$ cat config.mk
export PLATFORM = sky130hd
export DESIGN_NAME = seg_capture
export DESIGN_NICKNAME = d
export VERILOG_FILES = /design/src/rtl/seg_pkg.sv /design/src/rtl/seg_decode.sv /design/src/rtl/seg_capture.sv
export SDC_FILE = /design/constraint.sdc
export NUM_CORES = 1
export LEC_CHECK = 0
export ABC_AREA = 1
export CAP_MARGIN = 25
export CORE_MARGIN = 2
export CORE_UTILIZATION = 35
export DETAILED_ROUTE_END_ITERATION = 8
export PLACE_DENSITY = 0.55
export SYNTH_ARGS = -nofsm -noshare
export SYNTH_HDL_FRONTEND = slang
export SYNTH_SLANG_ARGS = --single-unit
$ cat constraint.sdc
create_clock -name clk -period 3.89 [get_ports clk]
set_input_delay 0.778 -clock clk [delete_from_list [all_inputs] [get_ports clk]]
set_output_delay 0.778 -clock clk [all_outputs]
set_load 0.05 [all_outputs]
$ cat src/rtl/seg_pkg.sv
// rtl/seg_pkg.sv - shared constants and types for the seven-segment bus reader
//
// Purpose: segment code constants (active-low, bit 6 = g .. bit 0 = a),
// bus widths and the sampler state type used by seg_capture and seg_decode.
// Ports: none (package).
package seg_pkg;

  localparam int SEG_W  = 7;
  localparam int DIGITS = 4;

  localparam logic [SEG_W-1:0] SEG_0 = 7'h40;
  localparam logic [SEG_W-1:0] SEG_1 = 7'h79;
  localparam logic [SEG_W-1:0] SEG_2 = 7'h24;
  localparam logic [SEG_W-1:0] SEG_3 = 7'h30;
  localparam logic [SEG_W-1:0] SEG_4 = 7'h19;
  localparam logic [SEG_W-1:0] SEG_5 = 7'h12;
  localparam logic [SEG_W-1:0] SEG_6 = 7'h02;
  localparam logic [SEG_W-1:0] SEG_7 = 7'h78;
  localparam logic [SEG_W-1:0] SEG_8 = 7'h00;
  localparam logic [SEG_W-1:0] SEG_9 = 7'h18;
  localparam logic [SEG_W-1:0] SEG_A = 7'h08;
  localparam logic [SEG_W-1:0] SEG_B = 7'h03;
  localparam logic [SEG_W-1:0] SEG_C = 7'h46;
  localparam logic [SEG_W-1:0] SEG_D = 7'h21;
  localparam logic [SEG_W-1:0] SEG_E = 7'h06;
  localparam logic [SEG_W-1:0] SEG_F = 7'h0E;

  typedef enum logic [1:0] {
    ST_IDLE,
    ST_TRACK,
    ST_HOLD
  } samp_state_e;

endpackage

$ cat src/rtl/seg_decode.sv
// rtl/seg_decode.sv - seven-segment pattern to hex nibble decoder
//
// Purpose: combinational map of an active-low segment pattern to its nibble.
// Ports:
//   pat_i  in  7  segment pattern, active-low, g..a
//   nib_o  out 4  decoded nibble (0 for an unknown pattern)
//   bad_o  out 1  pattern is not one of the sixteen legal codes
module seg_decode
  import seg_pkg::*;
(
  input  logic [SEG_W-1:0] pat_i,
  output logic [3:0]       nib_o,
  output logic             bad_o
);

  always_comb begin
    nib_o = 4'h0;
    bad_o = 1'b0;
    case (pat_i)
      SEG_0:   nib_o = 4'h0;
      SEG_1:   nib_o = 4'h1;
      SEG_2:   nib_o = 4'h2;
      SEG_3:   nib_o = 4'h3;
      SEG_4:   nib_o = 4'h4;
      SEG_5:   nib_o = 4'h5;
      SEG_6:   nib_o = 4'h6;
      SEG_7:   nib_o = 4'h7;
      SEG_8:   nib_o = 4'h8;
      SEG_9:   nib_o = 4'h9;
      SEG_A:   nib_o = 4'hA;
      SEG_B:   nib_o = 4'hB;
      SEG_C:   nib_o = 4'hC;
      SEG_D:   nib_o = 4'hD;
      SEG_E:   nib_o = 4'hE;
      SEG_F:   nib_o = 4'hF;
      default: bad_o = 1'b1;
    endcase
  end

endmodule

$ cat src/rtl/seg_capture.sv
// rtl/seg_capture.sv - multiplexed seven-segment display bus reader
//
// Purpose: synchronizes the segment/anode lines, accepts a digit once its
// pattern has been stable for STABLE_CYCLES samples, and presents a full
// four-digit scan frame as a 16-bit value on a valid/ready output.
// Ports:
//   clk      in  1   clock
//   rst_n    in  1   asynchronous active-low reset
//   seg_n    in  7   segment lines, active-low, g..a
//   an_n     in  4   digit enables, active-low, bit i = digit i
//   value    out 16  captured value, digit i at [4i+3:4i]
//   bad      out 4   per-digit illegal-pattern flag
//   valid    out 1   value/bad presented
//   ready    in  1   consumer accept
//   overrun  out 1   sticky: a completed frame was dropped
module seg_capture
  import seg_pkg::*;
#(
  parameter int STABLE_CYCLES  = 4,
  parameter int TIMEOUT_CYCLES = 65535
) (
  input  logic             clk,
  input  logic             rst_n,
  input  logic [SEG_W-1:0] seg_n,
  input  logic [DIGITS-1:0] an_n,
  output logic [15:0]      value,
  output logic [DIGITS-1:0] bad,
  output logic             valid,
  input  logic             ready,
  output logic             overrun
);

  localparam int          TO_W      = $clog2(TIMEOUT_CYCLES + 1);
  localparam logic [7:0]  STAB_LAST = 8'(STABLE_CYCLES);
  localparam logic [TO_W-1:0] TO_LAST = TO_W'(TIMEOUT_CYCLES - 1);

  // Two-flop synchronizers; reset to the blank (all lines high) bus state.
  logic [SEG_W-1:0]  seg_s1_q, seg_s2_q;
  logic [DIGITS-1:0] an_s1_q, an_s2_q;

  samp_state_e       state_q, state_d;
  logic [1:0]        dig_q, dig_d;
  logic [SEG_W-1:0]  pat_q, pat_d;
  logic [7:0]        stab_q, stab_d;

  logic [DIGITS-1:0][3:0] shd_val_q;
  logic [DIGITS-1:0]      shd_bad_q;
  logic [DIGITS-1:0]      seen_q, seen_d;
  logic [TO_W-1:0]        to_q, to_d;

  logic [15:0]       value_q;
  logic [DIGITS-1:0] bad_q;
  logic              valid_q, overrun_q;

  logic       onehot, changed, capture, restart;
  logic [1:0] an_idx;
  logic [3:0] dec_nib;
  logic       dec_bad;
  logic       frame_done, load_out, timeout_hit;

  seg_decode u_dec (
    .pat_i (seg_s2_q),
    .nib_o (dec_nib),
    .bad_o (dec_bad)
  );

  always_comb begin
    onehot = ($countones(~an_s2_q) == 1);
    an_idx = 2'd0;
    for (int i = 0; i < DIGITS; i++) begin
      if (!an_s2_q[i]) an_idx = i[1:0];
    end
    changed = !onehot || (an_idx != dig_q) || (seg_s2_q != pat_q);
  end

  // Sampler next state. A change sample is re-evaluated as if in IDLE in the
  // same cycle, so a new digit starts its stability count without a gap.
  always_comb begin
    state_d = state_q;
    dig_d   = dig_q;
    pat_d   = pat_q;
    stab_d  = stab_q;
    capture = 1'b0;
    restart = 1'b0;
    case (state_q)
      ST_TRACK: begin
        if (changed) begin
          restart = 1'b1;
        end else if (stab_q + 8'd1 == STAB_LAST) begin
          stab_d  = STAB_LAST;
          capture = 1'b1;
          state_d = ST_HOLD;
        end else begin
          stab_d = stab_q + 8'd1;
        end
      end
      ST_HOLD:  restart = changed;
      default:  restart = 1'b1;
    endcase
    if (restart) begin
      if (onehot) begin
        dig_d  = an_idx;
        pat_d  = seg_s2_q;
        stab_d = 8'd1;
        if (STABLE_CYCLES == 1) begin
          capture = 1'b1;
          state_d = ST_HOLD;
        end else begin
          state_d = ST_TRACK;
        end
      end else begin
        stab_d  = 8'd0;
        state_d = ST_IDLE;
      end
    end
  end

  // Frame assembly and timeout. Only blanking samples advance the timeout.
  always_comb begin
    frame_done  = &seen_q;
    load_out    = frame_done && (!valid_q || ready);
    timeout_hit = !onehot && (to_q == TO_LAST);
    to_d        = to_q;
    if (capture)          to_d = '0;
    else if (timeout_hit) to_d = '0;
    else if (!onehot)     to_d = to_q + TO_W'(1);
    seen_d = seen_q;
    if (frame_done || timeout_hit) seen_d = '0;
    if (capture) seen_d[dig_d] = 1'b1;
  end

  always_ff @(posedge clk or negedge rst_n) begin
    if (!rst_n) begin
      seg_s1_q <= '1;
      seg_s2_q <= '1;
      an_s1_q  <= '1;
      an_s2_q  <= '1;
      state_q  <= ST_IDLE;
      dig_q    <= '0;
      pat_q    <= '0;
      stab_q   <= '0;
    end else begin
      seg_s1_q <= seg_n;
      seg_s2_q <= seg_s1_q;
      an_s1_q  <= an_n;
      an_s2_q  <= an_s1_q;
      state_q  <= state_d;
      dig_q    <= dig_d;
      pat_q    <= pat_d;
      stab_q   <= stab_d;
    end
  end

  always_ff @(posedge clk or negedge rst_n) begin
    if (!rst_n) begin
      shd_val_q <= '0;
      shd_bad_q <= '0;
      seen_q    <= '0;
      to_q      <= '0;
      value_q   <= '0;
      bad_q     <= '0;
      valid_q   <= 1'b0;
      overrun_q <= 1'b0;
    end else begin
      seen_q <= seen_d;
      to_q   <= to_d;
      if (capture) begin
        shd_val_q[dig_d] <= dec_nib;
        shd_bad_q[dig_d] <= dec_bad;
      end
      // The output takes the shadow as it stood before this cycle's capture.
      if (load_out) begin
        value_q <= shd_val_q;
        bad_q   <= shd_bad_q;
        valid_q <= 1'b1;
      end else if (frame_done) begin
        overrun_q <= 1'b1;
      end else if (valid_q && ready) begin
        valid_q <= 1'b0;
      end
    end
  end

  assign value   = value_q;
  assign bad     = bad_q;
  assign valid   = valid_q;
  assign overrun = overrun_q;

endmodule
== Word-level counts from Yosys, hierarchy flattened ==
Index checks and enable logic that the tools add are counted.
Widths: inputs -> output; s select.

* Word-level logic and storage cells: 111
* Output and inout port bits: 22
* Bits of input ports: 14
* Register bits after elaboration: 103

* Equal/unequal tests: 25
* Add/sub/neg operators: 5
* Reduce and logical (&&, ||, !) cells: 21
* Muxes and demuxes: 36
* Magnitude comparators: 2
* Bitwise gates (word level): 3

{| class="wikitable"
|+ Operator list
! operator !! count
|-
| $pmux 4 s15 || 1
|-
| $mux 16 || 3
|-
| $mux 8 || 4
|-
| $eq 7x7->1 const B || 4
|-
| $eq 7x5->1 const B || 3
|-
| $eq 7x6->1 const B || 3
|-
| $add 16x1->16 const B || 1
|-
| $bwmux 16 || 1
|-
| $eq 16x16->1 const B || 1
|-
| $mux 2 || 8
|-
| $reduce_or 16->1 || 1
|-
| $eq 7x2->1 const B || 2
|-
| $eq 7x4->1 const B || 2
|-
| $mux 1 || 12
|-
| $mux 4 || 3
|-
| $add 8x1->8 const B || 1
|-
| $demux 4 s2 || 1
|-
| $eq 8x3->1 const B || 1
|-
| $eq 7x3->1 const B || 1
|-
| $logic_not 7->1 || 1
|-
| $ne 7x7->1 || 1
|-
| $reduce_and 2->1 || 3
|-
| $reduce_bool 2->1 || 3
|-
| $reduce_and 5->1 || 1
|-
| 21 further kinds || 30
|}

== Depth between registers and ports, before layout ==
Gate-level depths: netlist of run 1.

* Depth after elaboration: 16
* Mapped depth: 14
* Mapped depth without buffers: 14

== By module ==
Synthesis of run 1 repeated with hierarchy kept, for this count alone.

* Cells, all modules: 577
* Area total of the unflattened synthesis: 4984.8 um2

{| class="wikitable"
|+ By module, submodules not included
! module !! cells each !! sequential area each (um2) !! area an instance (um2) !! times used
|-
| seg_capture || 505 || 2605.0 || 4662.0 || 1
|-
| seg_decode || 72 || 0.0 || 322.8 || 1
|}

== Worst setup path before layout of run 1 ==
Ideal clock, no wire load.

* Path type: register -> register
* Start point: register an_s2_q[3]
* End point: register shd_bad_q[0]
* Clock period less this slack: 2549 ps
* Required time: 3772 ps
* Path buffers: 1
* Setup slack: 1341 ps
* Cell stages (with the launch flop): 13
* Data arrival time: 2431 ps
* Setup time: 118 ps
* Cell sequence: dfstp_2 fa_1 inv_1 ha_1 ha_1 nand3b_4 inv_2 buf_4 o21ai_2 nor2_1 nand4_1 nand2_1 nand2_1

* Cells in the longest elaborated chain, start to end: 15
* Elaborated cells on any way between the ends: 21
* Classes of those cells: add/sub (2); order compare (2); eq/ne (2); mux (10); bitwise (1); reduce/logical (4)

{| class="wikitable"
|+ RTL lines
! item !! line !! source
|-
| start, declared || seg_capture.sv:39 || <nowiki>logic [DIGITS-1:0] an_s1_q, an_s2_q;</nowiki>
|-
| start signal, assigned || seg_capture.sv:146 || <nowiki>an_s2_q <= an_s1_q;</nowiki>
|-
| $not 4->4 || seg_capture.sv:68 || <nowiki>onehot = ($countones(~an_s2_q) == 1);</nowiki>
|-
| $add 1x1->2 (not written as such) || seg_capture.sv:68 ||
|-
| $add 2x2->3 (not written as such) || seg_capture.sv:68 ||
|-
| $eq 3x1->1 || seg_capture.sv:68 ||
|-
| $logic_not 1->1 || n/a ||
|-
| $logic_or 1x1->1 (2 in series) || seg_capture.sv:73 || <nowiki>changed = !onehot || (an_idx != dig_q) || (seg_s2_q != pat_q);</nowiki>
|-
| $mux 1 || seg_capture.sv:87 || <nowiki>if (changed) begin</nowiki>
|-
| $pmux 1 s2 || seg_capture.sv:85 || <nowiki>case (state_q)</nowiki>
|-
| $mux 2 (*) || seg_capture.sv:100 || <nowiki>if (restart) begin</nowiki>
|-
| named net dig_d[0] || seg_capture.sv:42 || <nowiki>logic [1:0] dig_q, dig_d;</nowiki>
|-
| $lt 2x3->1 (not written as such) or $ge 2x1->1 (tied branches) || seg_capture.sv:169 || <nowiki>shd_bad_q[dig_d] <= dec_bad;</nowiki>
|-
| $logic_and 1x1->1 (not written as such) || seg_capture.sv:169 ||
|-
| $mux 1 (not written as such) || seg_capture.sv:169 ||
|-
| $demux 1 s2 (*) || seg_capture.sv:169 ||
|-
| $bwmux 4 (*) || seg_capture.sv:169 ||
|-
| end signal, assigned || seg_capture.sv:157 || <nowiki>shd_bad_q <= '0;</nowiki>
|-
| end signal, assigned by index || seg_capture.sv:169 ||
|-
| end, declared || seg_capture.sv:47 || <nowiki>logic [DIGITS-1:0] shd_bad_q;</nowiki>
|}

Mark *: on every way through the listed nets, which the timed path passes. The rest lies on a longest branch.
A chain may end at the register's enable or synchronous reset.

== Worst setup path in the final report of run 1 ==
* Start point: register an_s2_q[3]
* End point: register shd_val_q[10] (netlist name)

* Cells in the longest elaborated chain, start to end: 15
* Elaborated cells on any way between the ends: 21
* Classes of those cells: add/sub (2); order compare (2); eq/ne (2); mux (10); bitwise (1); reduce/logical (4)

{| class="wikitable"
|+ RTL lines
! item !! line !! source
|-
| $not 4->4 || seg_capture.sv:68 ||
|-
| $add 1x1->2 (not written as such) || seg_capture.sv:68 ||
|-
| $add 2x2->3 (not written as such) || seg_capture.sv:68 ||
|-
| $eq 3x1->1 || seg_capture.sv:68 ||
|-
| $logic_not 1->1 || n/a ||
|-
| $logic_or 1x1->1 (2 in series) || seg_capture.sv:73 ||
|-
| $mux 1 || seg_capture.sv:87 ||
|-
| $pmux 1 s2 || seg_capture.sv:85 ||
|-
| $mux 2 (*) || seg_capture.sv:100 ||
|-
| named net dig_d[1] || seg_capture.sv:42 ||
|-
| $lt 2x3->1 (not written as such) or $ge 2x1->1 (tied branches) || seg_capture.sv:168 || <nowiki>shd_val_q[dig_d] <= dec_nib;</nowiki>
|-
| $logic_and 1x1->1 (not written as such) || seg_capture.sv:168 ||
|-
| $mux 4 (not written as such) || seg_capture.sv:168 ||
|-
| $demux 4 s2 (*) || seg_capture.sv:168 ||
|-
| $bwmux 16 (*) || seg_capture.sv:168 ||
|-
| end signal, assigned by index || seg_capture.sv:168 ||
|-
| end, declared || seg_capture.sv:46 || <nowiki>logic [DIGITS-1:0][3:0] shd_val_q;</nowiki>
|}

Marks and branches as above.

==> results of run 1 <==
path summary, 6_finish.rpt:
check                                       from                         to
max                         an_s2_q[3]$_DFF_PN1_  shd_val_q[10]$_DFFE_PN0P_
min                                        rst_n       to_q[12]$_DFFE_PN0P_
max reg2reg                 an_s2_q[3]$_DFF_PN1_  shd_val_q[10]$_DFFE_PN0P_
min reg2reg                seg_s1_q[2]$_DFF_PN1_      seg_s2_q[2]$_DFF_PN1_
max in group asynchronous                  rst_n       value[6]$_DFFE_PN0P_
min in group clk           seg_s1_q[2]$_DFF_PN1_      seg_s2_q[2]$_DFF_PN1_
layout by cell type (no fill, tap or decap), types with 4 or more instances in the layout:
master,synthesis,routed
nor3_1,11,11
nand3_1,22,22
clkdlybuf4s50_1,0,34
o21ai_0,14,14
ha_1,6,6
nand2_1,185,185
nor2_2,4,4
nand4_1,32,32
xor2_1,13,13
buf_4,1,5
dfrtp_1,81,81
clkbuf_16,0,9
mux2_2,20,20
nor2_1,83,83
inv_1,68,68
nand3b_1,7,7
dfstp_2,22,22
a21oi_1,10,10
per-stage QoR:
| step | util, % | hold slack (ns) | setup WS, ns |
|---|---|---|---|
| global placement | 39.2 | 0.347 | 0.758 |
| detailed placement | 39.2 | 0.347 | 0.677 |
| CTS | 41.5 | 0.356 | 0.670 |
| finish | 41.7 | 0.233 | 0.708 |
| global route | 41.7 | 0.219 | 0.392 |
| floorplan | - | 0.345 | 1.34 |
cell usage after synthesis (6+ instances only):
| library cell | count | share of area, % |
|---|---|---|
| a21oi_1 | 10 | 0.98 |
| xor2_1 | 13 | 2.2 |
| o21ai_0 | 14 | 1.4 |
| ha_1 | 6 | 1.5 |
| inv_1 | 68 | 5.0 |
| nand3_1 | 22 | 2.2 |
| nand4_1 | 32 | 3.9 |
| dfstp_2 | 22 | 11 |
| nor3_1 | 11 | 1.1 |
| nand2_1 | 185 | 14 |
| mux2_2 | 20 | 4.4 |
| dfrtp_1 | 81 | 40 |
| nand3b_1 | 7 | 1.0 |
| clkbuf_1 | 6 | 0.44 |
| nor2_1 | 83 | 6.1 |
worst max-delay path: stages (launching register included):
cell and delay, ns:
dfstp_2 0.57, fa_1 0.41, inv_1 0.06, ha_1 0.13
ha_1 0.22, nand3b_4 0.26, inv_2 0.36, nand2_1 0.11
o21ai_2 0.13, inv_1 0.08, nor2_2 0.24, nand4_1 0.27
nand2_1 0.15, nand2_1 0.05
cell families after synthesis:
| logic type | count (synthesis) | synth area share, % |
|---|---|---|
| simple gates | 354 | 30.4 |
| buf+inv | 81 | 6.38 |
| flops | 103 | 50.9 |
| xor+xnor | 16 | 2.74 |
| compound gates | 31 | 3.37 |
| fa+ha+maj | 7 | 1.86 |
| mux | 20 | 4.40 |
state kept, by name, indices dropped and copies added (netlist names):
signal and count:
an_s1_q 4, an_s2_q 4, bad 4, dig_q 2
overrun 1, pat_q 7, seen_q 4, seg_s1_q 7
seg_s2_q 7, shd_bad_q 4, shd_val_q 16, stab_q 8
state_q 2, to_q 16, valid 1, value 16
power groups by stage:
stage	combinational [uW]	sequential (uW)	clock, uW
3_5_place_dp	488	1270	0
4_1_cts	491	1250	1030
6_report	490	1250	990
2_1_floorplan	373	1250	0
5_1_grt	576	1260	1060
3_3_place_gp	479	1260	0
final cells by class:
class	count	area [um^2]	share of cell area (%)
sequential	103	2610	43.3
multi-input combinational	428	2190	36.3
timing repair buffer	40	405	6.74
inverter	69	259	4.30
clock buffer	10	239	3.97
tap	184	230	3.83
clock inverter	6	92.6	1.54
per-layer routing:
| metal | GRT usage [%] | up-vias | part of all wire [%] |
|---|---|---|---|
| met5 | 0 | - | 0 |
| met4 | 5.16 | 0 | 1.4 |
| met3 | 4.75 | 12 | 4.1 |
| met2 | 24.8 | 64 | 47 |
| met1 | 18.9 | 1893 | 48 |
| li1 | - | 2023 | - |
==> results.cfg, run 1 <==
[cts]
cts_buffers = 9
htree_levels = 3
cts_buffer_depth = 2
path_clk_slew_ns = 0.07
cts_tree = built
cts_sinks = 103
post_cts_resized = 0
clk_latency_ns = 0.35
cts_hold_buf = 0
cts_setup_buffers = 0
cts_root_buffer = clkbuf_16

[floorplanning]
die_h_um = 125
start_util_pct = 35.5
die_x_um = 125
ioPinCount = 36
rows = 44
dieArea_mm2 = 0.0156
core_mm2 = 0.0144

[global_routing]
grt_pass1_wl_um = 19200
overflow = 0
grt_pass1_vias = 4139
track_usage_pct = 15.1
antenna_found_initial = 0
grt_max_degree = 79

[place]
gp_congestion = 0.831
placedCellCount = 823
port_buffers = 35
place_hpwl_um = 7830
placed_cell_area_mm2 = 0.00566

[timing]
max_slew.worst_pin.slew_ns = 0.838
setup_violations = 0
tns_ns = 0
clock.fmax_mhz = 314
post-route-min-period_ns = 3.18
rsz0062_at_grt = false
hold_viol = 0
fin_skew_ns = 0.00951
slew_violations = 0
slew_headroom_pct = 44.0
min_period_over_period_pct = 81.8

[pwr]
p_clk_share_pct = 36.3
p_seq_share_pct = 45.8
power.density_mw_per_mm2 = 453
switching_power_uw = 814
combPwrFrac_pct = 18.0
peakVddDrop_mv = 0.213
internal_power_uw = 1910
leakagePower_uw = 0.00294
power_uw = 2730
p_sw_share_pct = 29.8

[final_layout]
drive_above_1_share_pct = 12.0
final_cell_area_mm2 = 0.00602
diodes = 0
n_fill_cell = 1445
nets = 672
syn_to_final_growth_pct = 17.6
stdcell_count = 840

[logic_synthesis]
synth_fp_nets = 633
synthCells = 612
ys_types = 35
synth_flop_cell = dfrtp_1
ys.warnings.count = 0
ys_ff_latch = 103
syn_avg_cell_area_um2 = 8.36
ys_seq_area_share_pct = 50.9
synth_edf_count = 0
synth_async_sr_flop_share_pct = 100
synth.cell_area_mm2 = 0.00512

[detailed_routing]
drt_iter0_markers = 206
totalWireLength_um = 10800
vias = 3992
dr.pass1.iters = 5
vias_per_cell = 4.75
ant_nets = 0
drc_errors = 0
post_drt_wl_per_cell_um = 12.8

[critical_path]
worstSetupPathType = reg -> reg
cp_data_required_time_ns = 4.14
reg2reg_depth = 13
r2r_slack_ns = 0.71
crit_fanout = 21
cp-start-kind = register
crit_arrival_ns = 3.43
critPathCaptureType = register

[hold_path]
hold_class = in -> async

[run_status]
status = completed

[run]
drv_cap = 0
(Power assumes the default switching activity.)
==> run 2: changes to the inputs <==
--- a/config.mk
+++ b/config.mk
@@ -10,7 +10,7 @@
 export CORE_MARGIN = 2
 export CORE_UTILIZATION = 35
 export DETAILED_ROUTE_END_ITERATION = 8
-export PLACE_DENSITY = 0.55
+export PLACE_DENSITY = 0.57
 export SYNTH_ARGS = -nofsm -noshare
 export SYNTH_HDL_FRONTEND = slang
 export SYNTH_SLANG_ARGS = --single-unit
==> constraint.sdc (replaced) <==
create_clock -name clk -period 2.6 [get_ports clk]
set_input_delay 0.52 -clock clk [delete_from_list [all_inputs] [get_ports clk]]
set_output_delay 0.52 -clock clk [all_outputs]
set_load 0.05 [all_outputs]
==> results.cfg, run 2 (synthesis gave the netlist of run 1 again) <==
[run_status]
status = finished, violations left
failed_checks = negative setup slack

[critical_path]
critPathCaptureType = register
cp-start-kind = register
cp_data_required_time_ns = 2.85
worstSetupPathType = reg -> reg
reg2reg_depth = 12
crit_arrival_ns = 2.88
crit_fanout = 6

[global_routing]
grt_pass1_vias = 4200
grt_pass1_wl_um = 19800
overflow = 0
track_usage_pct = 15.4
antenna_found_initial = 0
grt_max_degree = 104

[detailed_routing]
drc_errors = 0
dr.pass1.iters = 4
drt_iter0_markers = 293
vias_per_cell = 4.80
totalWireLength_um = 11300
ant_nets = 0
post_drt_wl_per_cell_um = 13.1
vias = 4139

[floorplanning]
dieArea_mm2 = 0.0156
rows = 44
die_x_um = 125
die_h_um = 125
core_mm2 = 0.0144
ioPinCount = 36
start_util_pct = 35.5

[timing]
post-route-min-period_ns = 2.63
setup_violations = 19
hold_viol = 0
max_slew.worst_pin.slew_ns = 0.587
rsz0062_at_grt = true
slew_headroom_pct = 60.9
slew_violations = 0
fin_ws_ns = -0.0345
min_period_over_period_pct = 101
fin_skew_ns = 0.00543
clock.fmax_mhz = 380

[final_layout]
final_cell_area_mm2 = 0.00639
nets = 695
stdcell_count = 863
final_common_cell = nand2_1
diodes = 0
drive_above_1_share_pct = 17.4
final_cell_mix = nand2_1 (181), dfrtp_1 (81), nor2_1 (76)
syn_to_final_growth_pct = 24.8

[place]
place_hpwl_um = 7850
gp_congestion = 0.831
placed_cell_area_mm2 = 0.00581
port_buffers = 35
placedCellCount = 838
dp_slack_ns = -0.0882

[pwr]
peakVddDrop_mv = 0.427
leakagePower_uw = 0.00309
power.density_mw_per_mm2 = 683

[run]
drv_cap = 0

[cts]
path_clk_slew_ns = 0.07
cts_hold_buf = 0
cts_buffers = 9
cts_root_buffer = clkbuf_16
cts_sinks = 103
cts_buffer_depth = 2
cts_tree = built
clk_latency_ns = 0.35
htree_levels = 3

[hold_path]
hold_class = in -> async
run 2: cell types whose count changed in the layout (fill, tap and decap cells not counted), sizes merged:
cell      previous run  this run
clkinvlp             2         1
bufinv               2         3
buf                  6        27
inv                 70        71
clkbuf              10        11
run 2: metal layers:
metal	global-route usage, %	part of all wire, %	vias to the layer above
li1	-	-	2062
met1	19.9	45	2016
met2	25.9	50	51
met3	4.02	3.7	10
met4	4.31	1.1	0
met5	0	0	-
run 2: timing repair:
item,4_1_cts,5_1_grt
cloned,0,2
pin swaps,5,19
resized for setup,3,36
setup endpoints to repair,21,48
buffers inserted,3,5
run 2: final cells by class:
cell class                      instances  area (um^2)
Clock inverter                          7          119
Timing Repair Buffer                   63          649
Tap cell                              184          230
Sequential cell                       103         2610
Multi-Input combinational cell        428         2300
Clock buffer                            9          225
Inverter                               69          264
Fill cell                            1421         8030
run 2: through the flow:
| step | hold slack, ns | setup TNS (ns) | utilization (%) | power, uW |
|---|---|---|---|---|
| 2_1_floorplan | 0.224 | 0 | - | 2430 |
| 3_3_place_gp | 0.346 | 0 | 40.3 | 2690 |
| 4_1_cts | 0.246 | -0.153 | 42.9 | 4310 |
| 3_5_place_dp | 0.347 | -1.10 | 40.3 | 2710 |
| 5_1_grt | 0.232 | -6.61 | 44.3 | 4630 |
| 6_report | 0.190 | -0.206 | 44.3 | 4360 |
run 2: critical path, cell delays in order, from the launching register on:
cell,delay (ns)
dfstp_2,0.54
fa_1,0.41
inv_1,0.08
ha_2,0.19
ha_4,0.19
nand3b_4,0.19
inv_6,0.10
nand4_1,0.11
nor2_2,0.14
buf_6,0.13
nand4_1,0.24
nand2_1,0.15
nand2_1,0.06
run 2: power breakdown:
part | switching [uW] | internal [uW] | leakage, uW
Combinational | 571 | 360 | 0.00159
Clock | 613 | 944 | 0.000164
Sequential | 124 | 1750 | 0.00134
Total | 1310 | 3050 | 0.00309
run 2: worst paths after layout:
path,startpoint,endpoint,slack (ns)
worst max register to register,an_s2_q[1]$_DFF_PN1_,shd_val_q[5]$_DFFE_PN0P_,-0.03
min in group clk,an_s1_q[2]$_DFF_PN1_,an_s2_q[2]$_DFF_PN1_,0.36
worst min register to register,an_s1_q[2]$_DFF_PN1_,an_s2_q[2]$_DFF_PN1_,0.36
worst max-delay path,an_s2_q[1]$_DFF_PN1_,shd_val_q[5]$_DFFE_PN0P_,-0.03
worst min-delay path,rst_n,to_q[3]$_DFFE_PN0P_,0.19
max in group asynchronous,rst_n,pat_q[1]$_DFFE_PN0P_,1.92
==> run 3: changes to the inputs <==
--- a/config.mk
+++ b/config.mk
@@ -7,6 +7,7 @@
 export LEC_CHECK = 0
 export ABC_AREA = 1
 export CAP_MARGIN = 25
+export CORE_ASPECT_RATIO = 0.6
 export CORE_MARGIN = 2
 export CORE_UTILIZATION = 35
 export DETAILED_ROUTE_END_ITERATION = 8
==> constraint.sdc (replaced) <==
create_clock -name clk -period 2.6 [get_ports clk]
set_input_delay 0.52 -clock clk [delete_from_list [all_inputs] [get_ports clk]]
set_output_delay 0.52 -clock clk [all_outputs]
set_load 0.02 [all_outputs]
==> results.cfg, run 3 (synthesis gave the netlist of run 1 again) <==
[run_status]
status = completed

[detailed_routing]
vias_per_cell = 4.66
ant_nets = 0
drc_errors = 0
totalWireLength_um = 11700
vias = 4114
dr.pass1.iters = 5
post_drt_wl_per_cell_um = 13.2
drt_iter0_markers = 373

[cts]
cts_sinks = 103
htree_levels = 3
cts_buffers = 9
clk_latency_ns = 0.35
cts_root_buffer = clkbuf_16
cts_buffer_depth = 2
cts_tree = built
path_clk_slew_ns = 0.07

[final_layout]
nets = 701
stdcell_count = 883
final_cell_mix = nand2_1 (175), dfrtp_1 (81), nor2_1 (80)
diodes = 0
final_common_cell = nand2_1
syn_to_final_growth_pct = 24.2
fin_util_pct = 44.2
drive_above_1_share_pct = 18.7

[place]
place_hpwl_um = 8760
port_buffers = 35
placedCellCount = 860
gp_congestion = 0.855

[critical_path]
cp-start-kind = register
cp_data_required_time_ns = 2.83
critPathCaptureType = register
crit_fanout = 6
crit_arrival_ns = 2.83
worstSetupPathType = reg -> reg

[pwr]
p_clk_share_pct = 32.1
leakagePower_uw = 0.00309
p_sw_share_pct = 31.5
p_seq_share_pct = 45.0
switching_power_uw = 1310
peakVddDrop_mv = 0.286
combPwrFrac_pct = 22.8
power.density_mw_per_mm2 = 653
power_uw = 4150
internal_power_uw = 2850

[timing]
max_slew.worst_pin.slew_ns = 0.622
hold_viol = 0
rsz0062_at_grt = true
setup_violations = 0
fin_skew_ns = 0.00669
slew_headroom_pct = 58.5
slew_violations = 0
post-route-min-period_ns = 2.60
clock.fmax_mhz = 385
min_period_over_period_pct = 99.9
hold_ws_ns = 0.198

[floorplanning]
ioPinCount = 36
dieArea_mm2 = 0.0156
die_h_um = 97.7
rows = 34
die_x_um = 160
start_util_pct = 35.6
core_mm2 = 0.0144

[hold_path]
hold_class = in -> async

[global_routing]
antenna_found_initial = 0
grt_pass1_vias = 4015
grt_max_degree = 43
grt_pass1_wl_um = 20100
track_usage_pct = 16.2
overflow = 0

[run]
drv_cap = 0
==> run 3: cell count changes in the layout (fill, tap and decap cells not counted), moves of 3 or more <==
cell / change
buf_4: +7
nand2_2: +7
nand2_1: -6
nor2_1: +4
bufinv_16: -3
nor2_2: -3
o21ai_0: +3
o21ai_1: -3
==> run 3: metal layers <==
metal	track usage [%]	part of all wire [%]
met1	25.3	55
met3	4.23	4.8
met2	21.9	39
met4	4.02	1.3
met5	0	0
==> run 3: layout make-up <==
class | instances | area (um^2)
Clock buffer | 10 | 250
Clock inverter | 6 | 48.8
Fill cell | 1425 | 8020
Inverter | 69 | 262
Multi-Input combinational cell | 428 | 2270
Sequential cell | 103 | 2610
Tap cell | 198 | 248
Timing Repair Buffer | 69 | 672
==> run 3: critical path, stage by stage, from the launching register on <==
cell and delay [ns]:
dfstp_2 0.38, fa_1 0.53, inv_1 0.04, ha_2 0.17, ha_4 0.25, nand3b_4 0.14
inv_4 0.06, buf_6 0.11, o21ai_4 0.18, inv_2 0.07, nor2_4 0.10, nand4_1 0.23
nand2_1 0.16, nand2_1 0.06
==> run 3: final timing paths <==
check / start / end / slack [ns] / cells after the start
setup / recovery: an_s2_q[3]$_DFF_PN1_ / shd_val_q[10]$_DFFE_PN0P_ / 0.003 / 13
hold / removal: rst_n / pat_q[4]$_DFFE_PN0P_ / 0.20 / 1
setup reg to reg: an_s2_q[3]$_DFF_PN1_ / shd_val_q[10]$_DFFE_PN0P_ / 0.003 / 13
hold reg to reg: an_s1_q[0]$_DFF_PN1_ / an_s2_q[0]$_DFF_PN1_ / 0.36 / 0
max in group asynchronous: rst_n / seg_s2_q[0]$_DFF_PN1_ / 1.76 / 2
min in group clk: an_s1_q[0]$_DFF_PN1_ / an_s2_q[0]$_DFF_PN1_ / 0.36 / 0
==> run 3: power by group through the flow <==
stage	clock [uW]	sequential (uW)	combinational (uW)
6_report	1330	1870	948
5_1_grt	1450	1890	1080
3_3_place_gp	0	1890	826
4_1_cts	1390	1870	892
3_5_place_dp	0	1890	850
2_1_floorplan	0	1870	558
==> run 3: stage by stage <==
step	cell area [um^2]	setup TNS (ns)	setup WS, ns
2_1_floorplan	5120	0	0.0511
3_3_place_gp	5900	-0.0675	-0.0190
3_5_place_dp	5900	-0.508	-0.0556
4_1_cts	6260	-0.00219	-0.00219
5_1_grt	6360	-3.10	-0.210
6_report	6360	0	0.00300
==> run 3: repair_timing <==
item,in CTS,in global routing
gates resized for setup,7,27
setup endpoints to repair,15,56
hold buffers,0,0
setup buffers,4,4
pin swaps,7,16
